[config.mk]
export PLATFORM = sky130hd
export DESIGN_NAME = rot_arbiter
export DESIGN_NICKNAME = d
export VERILOG_FILES = /design/src/rtl/rot_pkg.sv /design/src/rtl/bshifter4b.sv /design/src/rtl/rot_arbiter.sv
export SDC_FILE = /design/constraint.sdc
export NUM_CORES = 1
export LEC_CHECK = 0
export ABC_CLOCK_PERIOD_IN_PS = 2810
export CAP_MARGIN = 20
export CORE_MARGIN = 2
export CORE_UTILIZATION = 44
export DETAILED_ROUTE_END_ITERATION = 7
export GPL_ROUTABILITY_DRIVEN = 0
export PLACE_DENSITY = 0.85
export RECOVER_POWER = 25
export SLEW_MARGIN = 40
export SYNTH_ARGS = -nofsm -noshare
export SYNTH_HDL_FRONTEND = slang
export SYNTH_HIERARCHICAL = 1
export SYNTH_SLANG_ARGS = --single-unit
[constraint.sdc]
create_clock -name clk -period 2.81 [get_ports clk]
set_input_delay 0.7025 -clock clk [delete_from_list [all_inputs] [get_ports clk]]
set_output_delay 0.7025 -clock clk [all_outputs]
set_load 0.05 [all_outputs]
[src/rtl/rot_pkg.sv]
// Shared types and constants for the rotate arbiter: FSM states, datapath widths,
// and helpers for the rotate step size and the two-requester round-robin pick.
package rot_pkg;

    localparam int unsigned DATA_W   = 4;
    localparam int unsigned AMT_W    = 4;
    localparam int unsigned STEP_MAX = 3;
    localparam int unsigned SEL_W    = 2;

    typedef enum logic [1:0] {
        IDLE = 2'd0,
        ROT  = 2'd1,
        DONE = 2'd2
    } rot_state_e;

    // Largest rotate step the single-cycle rotator can apply for the remaining amount.
    function automatic logic [SEL_W-1:0] step_of(input logic [AMT_W-1:0] rem);
        logic [SEL_W-1:0] step;
        if (rem > AMT_W'(STEP_MAX)) begin
            step = SEL_W'(STEP_MAX);
        end else begin
            step = rem[SEL_W-1:0];
        end
        return step;
    endfunction

    // One-hot grant; ptr names the requester preferred on a tie.
    function automatic logic [1:0] rr_pick(input logic [1:0] valid, input logic ptr);
        logic [1:0] grant;
        grant = 2'b00;
        case (valid)
            2'b01:   grant = 2'b01;
            2'b10:   grant = 2'b10;
            2'b11:   grant = ptr ? 2'b10 : 2'b01;
            default: grant = 2'b00;
        endcase
        return grant;
    endfunction

endpackage

[src/rtl/bshifter4b.sv]
// 4-bit combinational right-rotator; i_sel selects a rotate of 0..3 positions.
module bshifter4b (
    input  logic [3:0] i_data,
    input  logic [1:0] i_sel,
    output logic [3:0] o_data
);

    always_comb begin
        o_data = i_data;
        case (i_sel)
            2'd0:    o_data = i_data;
            2'd1:    o_data = {i_data[0],   i_data[3:1]};
            2'd2:    o_data = {i_data[1:0], i_data[3:2]};
            2'd3:    o_data = {i_data[2:0], i_data[3]};
            default: o_data = i_data;
        endcase
    end

endmodule

[src/rtl/rot_arbiter.sv]
// Two-requester round-robin arbiter feeding a multi-cycle right-rotate engine.
// Optional per-requester grant counters are built when ROT_ARBITER_STATS_EN is defined.
module rot_arbiter
    import rot_pkg::*;
#(
    parameter int unsigned CNT_W = 8
) (
    input  logic              clk,
    input  logic              rst_n,
    input  logic [1:0]        req_valid,
    output logic [1:0]        req_ready,
    input  logic [DATA_W-1:0] req_data0,
    input  logic [DATA_W-1:0] req_data1,
    input  logic [AMT_W-1:0]  req_amt0,
    input  logic [AMT_W-1:0]  req_amt1,
    output logic              res_valid,
    input  logic              res_ready,
    output logic [DATA_W-1:0] res_data,
    output logic              res_id,
`ifdef ROT_ARBITER_STATS_EN
    output logic [CNT_W-1:0]  grant_cnt0,
    output logic [CNT_W-1:0]  grant_cnt1,
`endif
    output logic              busy
);

    rot_state_e        r_state;
    rot_state_e        w_state_next;
    logic              r_ptr;
    logic [DATA_W-1:0] r_data;
    logic              r_id;
    logic [AMT_W-1:0]  r_rem;

    logic [1:0]        w_grant;
    logic              w_accept;
    logic              w_gid;
    logic [DATA_W-1:0] w_sel_data;
    logic [AMT_W-1:0]  w_sel_amt;
    logic [SEL_W-1:0]  w_step;
    logic [AMT_W-1:0]  w_rem_next;
    logic [DATA_W-1:0] w_rot_data;

    // Grants are only offered while idle so a pending request is held off, not dropped.
    assign w_grant    = (r_state == IDLE) ? rr_pick(req_valid, r_ptr) : 2'b00;
    assign w_accept   = |w_grant;
    assign w_gid      = w_grant[1];
    assign w_sel_data = w_gid ? req_data1 : req_data0;
    assign w_sel_amt  = w_gid ? req_amt1 : req_amt0;

    assign w_step     = step_of(r_rem);
    assign w_rem_next = r_rem - AMT_W'(w_step);

    bshifter4b u_rot (
        .i_data (r_data),
        .i_sel  (w_step),
        .o_data (w_rot_data)
    );

    always_comb begin
        w_state_next = r_state;
        case (r_state)
            IDLE: begin
                if (w_accept) begin
                    w_state_next = (w_sel_amt == '0) ? DONE : ROT;
                end
            end
            ROT: begin
                if (w_rem_next == '0) begin
                    w_state_next = DONE;
                end
            end
            DONE: begin
                if (res_ready) begin
                    w_state_next = IDLE;
                end
            end
            default: w_state_next = IDLE;
        endcase
    end

    always_ff @(posedge clk) begin
        if (!rst_n) begin
            r_state <= IDLE;
        end else begin
            r_state <= w_state_next;
        end
    end

    always_ff @(posedge clk) begin
        if (!rst_n) begin
            r_data <= '0;
            r_id   <= 1'b0;
            r_rem  <= '0;
            r_ptr  <= 1'b0;
        end else if (w_accept) begin
            r_data <= w_sel_data;
            r_id   <= w_gid;
            r_rem  <= w_sel_amt;
            r_ptr  <= ~w_gid;
        end else if (r_state == ROT) begin
            r_data <= w_rot_data;
            r_rem  <= w_rem_next;
        end
    end

    assign req_ready = w_grant;
    assign res_valid = (r_state == DONE);
    assign res_data  = r_data;
    assign res_id    = r_id;
    assign busy      = (r_state != IDLE);

`ifdef ROT_ARBITER_STATS_EN
    logic [CNT_W-1:0] r_cnt0;
    logic [CNT_W-1:0] r_cnt1;

    always_ff @(posedge clk) begin
        if (!rst_n) begin
            r_cnt0 <= '0;
            r_cnt1 <= '0;
        end else if (w_accept) begin
            if (w_gid) begin
                r_cnt1 <= r_cnt1 + CNT_W'(1);
            end else begin
                r_cnt0 <= r_cnt0 + CNT_W'(1);
            end
        end
    end

    assign grant_cnt0 = r_cnt0;
    assign grant_cnt1 = r_cnt1;
`endif

endmodule

---- After elaboration in Yosys (flattened, before gate mapping) ----
Index checks and enable logic that the tools add are counted.
word-level totals
  register bits after elaboration ......... 12
  input port bits ......................... 21
  logic and storage cells ................. 45
cells by class
  add/sub/neg operators ................... 1
  $lt $le $gt $ge ......................... 1
  equality and inequality tests ........... 12
  multiplexer cells ....................... 16
  bitwise operators ....................... 1
  reductions and logical operators ........ 9
operators with widths
  cell                                                           count
  two-way mux 4 bit                                              6
  two-way mux 2 bit                                              7
  case mux 2 bit (3 select lines)                                2
  case mux 4 bit (3 select lines)                                1
  == test 2 bit, second input constant                           5
  zero test 4 bit                                                2
  == test 2 x 1 -> 1 bit, second input constant                  3
  != test 2 bit, second input constant                           3
  greater-than comparator 4 x 2 -> 1 bit, second input constant  1
  zero test 2 bit                                                2
  nonzero test 2 bit                                             2
  subtractor 4 x 2 -> 4 bit                                      1
  AND reduction 3 bit                                            1
  != test 2 x 1 -> 1 bit, second input constant                  1
  AND reduction 2 bit                                            1
  OR reduction 2 bit                                             1
  inverter 1 bit                                                 1

---- Longest topological paths before layout ----
  word-level depth ........................ 8
  mapped depth ............................ 7

---- Cells and area by module ----
The synthesis kept the hierarchy.
by module, submodules not included
  module       times used  cells an instance  area each (um2)  seq. area each (um2)
  rot_arbiter  1           93                 760.7            240.2
  bshifter4b   1           4                  105.1            0.0

---- Worst setup path after synthesis ----
Ideal clock, no wire load.
  path kind ............................... register to register
  from .................................... reg r_rem[2]
  to ...................................... reg r_state[1]
  library setup time ...................... 0.103 ns
  arrival ................................. 1.859 ns
  data required time ...................... 2.707 ns
  path slack .............................. 0.847 ns
  stages on the path, launching flop included .. 8
  period minus slack after synthesis ...... 1.963 ns
  cell sequence ........................... dfxtp_1 > nor2_1 > or2_2 > ha_1 > or4bb_1 > a31oi_2 > a221oi_2 > a2111oi_2
on the way
  longest elaborated chain between the ends .. 6
ends and longest elaborated chain
  item                                    line                text
  start, declared                         rot_arbiter.sv:32   logic [AMT_W-1:0] r_rem;
  start signal, assigned                  rot_arbiter.sv:98   r_rem <= w_sel_amt;
  start signal, assigned                  rot_arbiter.sv:102  r_rem <= w_rem_next;
  greater-than comparator 4 x 2 -> 1 bit  rot_pkg.sv:19       if (rem > AMT_W'(STEP_MAX)) begin
  two-way mux 2 bit                       rot_pkg.sv:19
  subtractor 4 x 2 -> 4 bit *             rot_arbiter.sv:51   assign w_rem_next = r_rem - AMT_W'(w_step);
  zero test 4 bit *                       rot_arbiter.sv:68   if (w_rem_next == '0) begin
  != test 2 bit (no line) *               n/a
  AND reduction 3 bit (no line) *         n/a
  end signal, assigned                    rot_arbiter.sv:85   r_state <= w_state_next;
  end, declared                           rot_arbiter.sv:27   rot_state_e r_state;
Every way passes the cells marked *; elsewhere a longest branch is shown, timed or not.
A chain may end at the register's enable or synchronous reset.

---- Worst setup path in the final report ----
  from .................................... in req_valid[1]
  to ...................................... out req_ready[0]
on the way
  longest elaborated chain between the ends .. 3
ends and longest elaborated chain
  item                                                            line               text
  start, declared                                                 rot_arbiter.sv:10  input logic [1:0] req_valid,
  == test 2 bit / == test 2 x 1 -> 1 bit (equally long branches)  rot_pkg.sv:31      case (valid)
  case mux 2 bit (3 select lines) *                               rot_pkg.sv:31
  two-way mux 2 bit *                                             rot_arbiter.sv:44  assign w_grant = (r_state == IDLE) ? rr_pick(req_valid, r_ptr) : 2'b00;
  end, declared                                                   rot_arbiter.sv:11  output logic [1:0] req_ready,
Marks and branches as above.

==> impl_metrics.yaml <==
run_status:
  status: "completed"
critical_path:
  cp.required_ps: 2110
  critPathArrivalTime_ps: 1860
  cp-start-kind: "input port"
  crit_type: "input port to output pin"
  critPathMaxFanout: 4
  cp-end-kind: "output pin"
layout:
  nFillCells: 157
  antennaDiodeCount: 0
  areaGrowthSynthToFinish_pct: 42.8
  final_layout_size_suffix_gt1_share_pct: 14.8
  regArea_sq_um: 240
  multi_input_area_sq_um: 597
  fin_util_pct: 65.0
  design_area_sq_mm: 0.00124
  fin_nets: 151
clock_tree:
  numCtsBuffers: 3
  clock_path_buffers: 2
  numClockSinks: 12
  postCtsHoldBufs: 0
  tritoncts: "done"
  cts-root-buf: "clkbuf_4"
  h-tree-depth: 1
  clk_pin_slew_worst_paths_ps: 80
  post_cts_resized: 0
  cts_setup_buffers: 0
  insertion_delay_ps: 270
global_route:
  grt_pass1_vias: 850
  antenna_found_initial: 0
  grt_max_degree: 17
  grt_first_pass_wirelength_microns: 3760
  busiest_layer: "met2"
  grtUsageMet1_pct: 25.3
  grt_overflow: 0
  grtUsageTotal_pct: 20.2
  use_met3_pct: 3.09
  grt_util_met2_pct: 36.1
synthesis:
  avgSynthCellArea_sq_um: 8.93
  ys_ff_latch: 12
  yosysWarnings: 6
  synth_nets: 119
  yosys-top-cells-area: "dfxtp_1, mux4_1, nand2_1"
  synth_top_area_share_pct: 27.7
  ys_seq_area_share_pct: 27.7
  async_flop_share_pct: 0
  syn_inst: 97
  synth_commonest_cells: "nand2_1, dfxtp_1, a31oi_1, o21ai_0"
  synth_enable_flop_cells: 0
  yosysMostFrequentCell: "nand2_1"
  yosys.area.top_type: "dfxtp_1"
  synthesis.area_sq_um: 866
  ys.flop_type: "dfxtp_1"
  ys_types: 41
sta:
  max_freq_mhz: 391
  worstMarginPinSlew_ps: 645
  rsz0062_at_grt: "false"
  holdWs_ps: 487
  worst_slack_ps: 252
  min_period_ps: 2560
  final_max_slew_viol_count: 0
  setup_violations: 0
  relSlewSlack_pct: 56.9
  finClkSkew_ps: 2.12
  finalHoldViolCount: 0
  finalCritPeriodShare_pct: 91.0
  final.setup.tns_ps: 0
pwr:
  p_seq_share_pct: 23.1
  switching_share_pct: 46.4
  p_leak_uw: 0.000490
  p_int_uw: 760
  p_per_area_mw_per_mm2: 1150
  p_sw_uw: 658
  p_comb_share_pct: 67.0
  peakVddDrop_uv: 574
  p_clk_share_pct: 9.8
placement:
  placed_area_sq_mm: 0.00120
  port_buffers: 29
  dpl_worst_slack_ps: 368
  dp.final_hpwl_microns: 1780
min_path:
  hp-class: "flip-flop to flip-flop"
die:
  ios: 30
  die_x_microns: 48.4
  row_count: 16
  initial_core_util_pct: 45.5
  die_h_microns: 48.4
  core_sq_mm: 0.00190
  die_area_sq_mm: 0.00234
drt:
  via_per_inst: 5.88
  drc: 0
  wl_per_cell_microns: 14.8
  drt_iter0_drc: 35
  antenna_left: 0
  drt-pass1-iter-count: 4
  vias: 912
  drt-total-wl_microns: 2300
flow_run:
  drv_cap: 0
-- state kept, by name, summed over array words and instances (netlist names) --
register	cells
r_ptr	1
r_state	2
res_id	1
res_data	4
r_rem	4
-- power groups by stage --
stage	Combinational (uW)	Clock (uW)	Sequential, uW
6_report	951	140	328
5_1_grt	1020	147	343
4_1_cts	956	140	328
3_5_place_dp	947	0	333
3_3_place_gp	934	0	325
2_1_floorplan	608	0	409
-- cells in the final DEF, fill, tap and decap left out, types with 2 or more instances in the layout --
cell / instances
a21oi_1: 4
clkbuf_4: 3
nand2_1: 16
clkdlybuf4s50_1: 25
a31oi_1: 5
or3_2: 2
nand2b_1: 3
o21ai_0: 5
a211oi_1: 2
nor4_1: 2
inv_1: 3
or2_2: 2
buf_12: 2
dfxtp_1: 12
dlygate4sd3_1: 2
mux4_1: 4
nor3_1: 2
nor2_1: 4
mux2_2: 4
-- final cells by class --
| type | instances | area share (%) |
|---|---|---|
| Multi-Input combinational cell | 78 | 48.3 |
| Inverter | 4 | 1.21 |
| Tap cell | 27 | 2.73 |
| Sequential cell | 12 | 19.4 |
| Clock buffer | 4 | 2.94 |
| Timing Repair Buffer | 30 | 25.4 |
-- logic make-up after synthesis --
group | after synthesis | synth area share, %
muxes | 9 | 18.6
DFF | 12 | 27.7
buffers and inverters | 7 | 3.32
and+or+nand+nor | 40 | 24.9
AOI/OAI and AO/OA | 27 | 23.0
adders and majority gates | 1 | 1.44
xor gates and xnor gates | 1 | 1.01
-- per-layer routing --
metal / wire length (microns) / vias up
met5: 0 / -
met4: 25 / 0
met3: 157 / 4
met2: 1140 / 37
met1: 975 / 432
li1: - / 439
-- stage by stage --
stage | power, uW | instances
finish | 1420 | 155
global route | 1510 | 155
CTS | 1420 | 155
detailed placement | 1280 | 151
global placement | 1260 | 151
floorplan | 1020 | 97
-- worst max-delay path, stage by stage --
cell and delay (ps):
dlygate4sd3_1 590, nand2_1 110, and3_1 280, buf_12 170
-- path summary, 6_finish.rpt --
path / start / endpoint / slack, ps / cells past startpoint
worst max register to register: r_rem[2] / r_state[1] / 640 / 7
worst min register to register: r_ptr / r_ptr / 490 / 2
worst max-delay path: req_valid[1] / req_ready[0] / 250 / 4
worst min-delay path: r_ptr / r_ptr / 490 / 2
Power figures use the tool's default switching activity.
